==> src/rtl/traffic_pkg.sv <==
// Shared lamp codes, phase/error encodings and dwell limits for the traffic
// light controller and its monitor.
package traffic_pkg;

    localparam logic [2:0] LAMP_G = 3'b100;
    localparam logic [2:0] LAMP_Y = 3'b010;
    localparam logic [2:0] LAMP_R = 3'b001;

    localparam logic [6:0] DWELL_MAIN   = 7'd70;
    localparam logic [6:0] DWELL_AMBER  = 7'd25;
    localparam logic [6:0] DWELL_ALLRED = 7'd1;
    localparam logic [6:0] DWELL_MAX    = 7'd127;

    typedef enum logic [2:0] {
        PH_HG  = 3'd0,
        PH_HY  = 3'd1,
        PH_AR1 = 3'd2,
        PH_LG  = 3'd3,
        PH_LY  = 3'd4,
        PH_AR2 = 3'd5
    } phase_t;

    typedef enum logic [2:0] {
        ERR_NONE  = 3'd0,
        ERR_ENC   = 3'd1,
        ERR_SEQ   = 3'd2,
        ERR_SHORT = 3'd3,
        ERR_LONG  = 3'd4,
        ERR_LATE  = 3'd5,
        ERR_SPUR  = 3'd6
    } err_t;

    typedef struct packed {
        logic   valid;
        phase_t ph;
    } lamp_dec_t;

    function automatic phase_t next_phase(phase_t p);
        case (p)
            PH_HG:   return PH_HY;
            PH_HY:   return PH_AR1;
            PH_AR1:  return PH_LG;
            PH_LG:   return PH_LY;
            PH_LY:   return PH_AR2;
            default: return PH_HG;
        endcase
    endfunction

    // All-red decodes to AR1; same_lamps() treats AR1 and AR2 as one lamp pair.
    function automatic lamp_dec_t decode_lamps(logic [2:0] hw, logic [2:0] lr);
        lamp_dec_t d;
        d.valid = 1'b1;
        case ({hw, lr})
            {LAMP_G, LAMP_R}: d.ph = PH_HG;
            {LAMP_Y, LAMP_R}: d.ph = PH_HY;
            {LAMP_R, LAMP_R}: d.ph = PH_AR1;
            {LAMP_R, LAMP_G}: d.ph = PH_LG;
            {LAMP_R, LAMP_Y}: d.ph = PH_LY;
            default: begin
                d.valid = 1'b0;
                d.ph    = PH_HG;
            end
        endcase
        return d;
    endfunction

    function automatic logic same_lamps(phase_t a, phase_t b);
        phase_t na;
        phase_t nb;
        na = (a == PH_AR2) ? PH_AR1 : a;
        nb = (b == PH_AR2) ? PH_AR1 : b;
        return na == nb;
    endfunction

    function automatic logic [6:0] req_dwell(phase_t p);
        case (p)
            PH_HG, PH_LG: return DWELL_MAIN;
            PH_HY, PH_LY: return DWELL_AMBER;
            default:      return DWELL_ALLRED;
        endcase
    endfunction

endpackage

==> src/rtl/traffic_light_monitor_dwell_cnt.sv <==
// Saturating dwell counter: load 1 on phase entry, count while the phase holds.
module dwell_cnt
    import traffic_pkg::*;
(
    input  logic       clk,
    input  logic       rst,
    input  logic       inc,
    input  logic       load_one,
    output logic [6:0] dwell
);

    // NOTE: clocked state is written with non-blocking assignments only.
    always_ff @(posedge clk or posedge rst) begin
        if (rst)
            dwell <= '0;
        else if (load_one)
            dwell <= 7'd1;
        else if (inc && dwell != DWELL_MAX)
            dwell <= dwell + 7'd1;
    end

endmodule

==> src/rtl/traffic_light_monitor.sv <==
// Watches the lamp outputs of the highway/local-road controller, tracks its
// phase and flags encoding, sequencing and timing violations.
module traffic_light_monitor
    import traffic_pkg::*;
(
    input  logic       clk,
    input  logic       rst,
    input  logic [2:0] hw_light,
    input  logic [2:0] lr_light,
    input  logic       lr_has_car,
    output logic [2:0] phase,
    output logic [6:0] dwell,
    output logic       err,
    output logic [2:0] err_code,
    output logic [7:0] viol_cnt,
    output logic [7:0] grant_cnt
);

    phase_t     phase_q, phase_d, nxt;
    err_t       err_code_q, err_now;
    lamp_dec_t  dec;
    logic [6:0] dwell_q;
    logic       err_q;
    logic [7:0] viol_q, grant_q;
    logic       inc, load_one, grant_inc;
    logic       late_arm_q, late_arm_d;
    logic       hg_car_q, hg_car_d;

    dwell_cnt u_dwell (
        .clk      (clk),
        .rst      (rst),
        .inc      (inc),
        .load_one (load_one),
        .dwell    (dwell_q)
    );

    // late_arm: the last sample was HG at >= 70 edges with a car waiting.
    // hg_car: car sensor as seen in the most recent HG sample.
    always_comb begin
        // NOTE: every signal gets a default first so no latch is inferred.
        dec        = decode_lamps(hw_light, lr_light);
        nxt        = next_phase(phase_q);
        phase_d    = phase_q;
        inc        = 1'b0;
        load_one   = 1'b0;
        err_now    = ERR_NONE;
        grant_inc  = 1'b0;
        late_arm_d = 1'b0;
        hg_car_d   = hg_car_q;

        if (!dec.valid) begin
            err_now = ERR_ENC;
        end else begin
            if (dec.ph == PH_HG)
                hg_car_d = lr_has_car;

            if (same_lamps(dec.ph, phase_q)) begin
                inc = 1'b1;
                if (phase_q == PH_HG) begin
                    if (late_arm_q)
                        err_now = ERR_LATE;
                    late_arm_d = lr_has_car && (dwell_q >= DWELL_MAIN - 7'd1);
                end else if (dwell_q == req_dwell(phase_q)) begin
                    err_now = ERR_LONG;
                end
            end else if (same_lamps(dec.ph, nxt)) begin
                load_one  = 1'b1;
                phase_d   = nxt;
                grant_inc = (phase_q == PH_LG);
                if (dwell_q < req_dwell(phase_q))
                    err_now = ERR_SHORT;
                else if (phase_q == PH_HG && !hg_car_q)
                    err_now = ERR_SPUR;
            end else begin
                load_one = 1'b1;
                phase_d  = dec.ph;
                err_now  = ERR_SEQ;
            end
        end
    end

    always_ff @(posedge clk or posedge rst) begin
        if (rst) begin
            phase_q    <= PH_HG;
            late_arm_q <= 1'b0;
            hg_car_q   <= 1'b0;
            err_q      <= 1'b0;
            err_code_q <= ERR_NONE;
            viol_q     <= '0;
            grant_q    <= '0;
        end else begin
            phase_q    <= phase_d;
            late_arm_q <= late_arm_d;
            hg_car_q   <= hg_car_d;
            if (err_now != ERR_NONE) begin
                err_q <= 1'b1;
                if (viol_q != 8'hFF)
                    viol_q <= viol_q + 8'd1;
                if (err_code_q == ERR_NONE)
                    err_code_q <= err_now;
            end
            if (grant_inc)
                grant_q <= grant_q + 8'd1;
        end
    end

    assign phase     = phase_q;
    assign dwell     = dwell_q;
    assign err       = err_q;
    assign err_code  = err_code_q;
    assign viol_cnt  = viol_q;
    assign grant_cnt = grant_q;

endmodule

==> config.mk <==
export PLATFORM = sky130hd
export DESIGN_NAME = traffic_light_monitor
export DESIGN_NICKNAME = d
export VERILOG_FILES = /design/src/rtl/traffic_pkg.sv /design/src/rtl/traffic_light_monitor_dwell_cnt.sv /design/src/rtl/traffic_light_monitor.sv
export SDC_FILE = /design/constraint.sdc
export NUM_CORES = 1
export LEC_CHECK = 0
export ABC_AREA = 1
export CAP_MARGIN = 5
export CORE_MARGIN = 3
export CORE_UTILIZATION = 53
export CTS_CLUSTER_DIAMETER = 30
export DETAILED_ROUTE_END_ITERATION = 8
export PLACE_DENSITY_LB_ADDON = 0.08
export SLEW_MARGIN = 20
export SYNTH_ARGS = -nofsm -noshare
export SYNTH_HDL_FRONTEND = slang
export SYNTH_SLANG_ARGS = --single-unit
==> constraint.sdc <==
create_clock -name clk -period 3.1 [get_ports clk]
set_input_delay 0.31 -clock clk [delete_from_list [all_inputs] [get_ports clk]]
set_output_delay 0.31 -clock clk [all_outputs]
set_load 0.02 [all_outputs]
==> reports/qor.csv <==
metric,value,unit
Inserted Clock Buffers,5,
final setup margin,459,ps
Antenna Nets Post-Route,0,
Final Hold Viols,0,
first-pass GRT wire length,7960,um
synth warn,0,
vias in the first global route,1840,
Mean Syn Cell Area,8.05,um2
Max-slew headroom,55.7,%
Post-synth top cells,"nand2_1 (64), inv_1 (36), dfrtp_1 (32), nand3_1 (26), nor2_1 (17)",
WS Path Type,reg2reg,
dpl ws,482,ps
clk_lat worst skew,280,ps
startpoint types,register,
gp weighted congestion,0.808,
post-CTS setup buffers,0,
outcome,"finished, final reports clean",
WL per Instance,12.3,um
CP max FO,10,
IO Port Bufs,38,
drt via density,5.20,
Post-synth ARST share,100,%
min cycle time layout,2640,ps
layout cells sized above 1,13.0,%
IO Pins,39,
Worst Path Arrival,2850,ps
post-synthesis cell count,277,
GRT Total Usage,19.4,%
post-synthesis sequential area ratio,35.9,%
Slew @ Worst Pin,663,ps
vias,1931,
H-tree Lvls,2,
RSZ-0062 raised after global routing,no,
highest clock rate,0.379,GHz
Mapped Area,2230,um2
number of synthesized register bits,32,
Root Driver,clkbuf_8,
Antenna Cells,0,
Pwr Density,811,nW/um2
Initial Utilization,57.9,%
max-slew violations,0,
antenna violations before repair,0,
syn nets,297,
synth top area cells,"dfrtp_1 (36%), nand2_1 (11%), ha_1 (6.2%), inv_1 (6.1%), nand3_1 (5.8%)",
"area leader, netlist",dfrtp_1,
Die Ht,70.9,um
# resized after CTS,0,
largest net degree at the start of global routing,19,
min-delay worst type,in2async,
Yosys cell types,30,
Core Box Area,3850,um2
crit share post-route,85.2,%
Max Cap Viol,0,
CTS tree,yes,
clock skew,2.53,ps
Worst Path Required,3310,ps
drt pass-1 iters,4,
Clock Pin Slew Worst Setup and Hold Paths,60,ps
hold_ws,427,ps
"count leader, synth",nand2_1,
Max rail drop VDD,0.436,mV
"Power, Total",2.23,mW
routed wire length,4550,um
Most used DFF post-synth,dfrtp_1,
Die ar.,5020,um2
DPL Wire Length,3610,um
Cell Rows,22,
Sink Count,32,
Leakage,1.35,nW
clock buffer depth,2,
total gr overflow,0,
Syn-to-layout area delta,23.6,%
hold buffers post-CTS,0,
Sum Neg Setup Slack,0,ps
post-synth top area share,35.9,%
"EDFF count, synth",0,
initial DRC count,110,
Die Span X,70.9,um
DRC,0,
Nets,343,
Finish-stage setup viols,0,
Worst setup EP type,register,
-- state kept, by name (all words and copies together) (netlist names) --
register,flops
err,1
phase,3
viol_cnt,8
u_dwell.dwell,7
err_code,3
grant_cnt,8
hg_car_q,1
late_arm_q,1
-- per-layer routing --
layer,vias to the layer above,track usage (%),routed length (um)
met4,0,5.85,52
li1,990,-,-
met5,-,0,0
met1,882,24.5,1990
met2,55,33.6,2270
met3,4,3.98,239
-- cell type report --
cell class	instances	area [um2]
clock buffer	6	72.6
clock inverter	1	5.00
fill	315	1100
inverter	44	165
multi-input combinational	201	1260
sequential	32	801
tap	48	60.1
timing repair buffer	39	388
-- worst paths after layout --
path	from	to	slack [ps]	cells after the start
min	rst	err$_DFFE_PP0P_	430	2
max in group asynchronous	rst	late_arm_q$_DFF_PP0_	2020	3
min in group clk	grant_cnt[7]$_DFFE_PP0P_	grant_cnt[7]$_DFFE_PP0P_	460	1
max reg2reg	phase[0]$_DFFE_PP0P_	viol_cnt[2]$_DFFE_PP0P_	460	17
max	phase[0]$_DFFE_PP0P_	viol_cnt[2]$_DFFE_PP0P_	460	17
min reg2reg	grant_cnt[7]$_DFFE_PP0P_	grant_cnt[7]$_DFFE_PP0P_	460	1
-- critical path, stage by stage (launching register included) --
cell     delay (ps)
dfrtp_1         440
nor2_1          170
nand2_1          70
inv_1           140
nor2_1          120
ha_1            310
inv_1            50
nor3_1          240
nand2_1          80
nand2_1          80
nand2_1          80
nor3_4          240
nor2_4           50
nor2_4          110
nand2_4         100
nand2_4         120
nand2_1          80
nand2_1          80
-- power breakdown --
group | switching [mW] | total [mW] | internal (mW) | leakage, nW
Combinational | 0.747 | 1.26 | 0.516 | 0.922
Sequential | 0.158 | 0.679 | 0.521 | 0.387
Clock | 0.140 | 0.293 | 0.152 | 0.0410
Total | 1.05 | 2.23 | 1.19 | 1.35
-- kinds of logic after synthesis --
kind of cell / share of synthesized area (%)
AND/OR/NAND/NOR: 36.3
adder cells (fa/ha/maj): 6.17
AO/OA/AOI/OAI: 7.18
XOR/XNOR: 7.01
flip-flops: 35.9
buffers and inverters: 7.41
-- per-stage QoR --
stage               cell area (um2)  std cells  utilization (%)
global placement               2680        364             69.5
CTS                            2760        371             71.5
global route                   2760        371             71.5
finish                         2760        371             71.5
floorplan                      2230        277                -
detailed placement             2680        364             69.5
-- cells in the final DEF (no fill, tap or decap), types with 5 or more instances in the layout --
| cell | count |
|---|---|
| xor2_1 | 12 |
| inv_1 | 36 |
| clkdlybuf4s50_1 | 38 |
| nand2_1 | 64 |
| nand3_1 | 26 |
| inv_2 | 8 |
| clkbuf_8 | 5 |
| ha_1 | 11 |
| dfrtp_1 | 32 |
| nor3_1 | 7 |
| nor2_1 | 17 |
| a21oi_1 | 6 |
| o21ai_0 | 11 |
| nor2_4 | 8 |
Power figures use the tool's default switching activity.
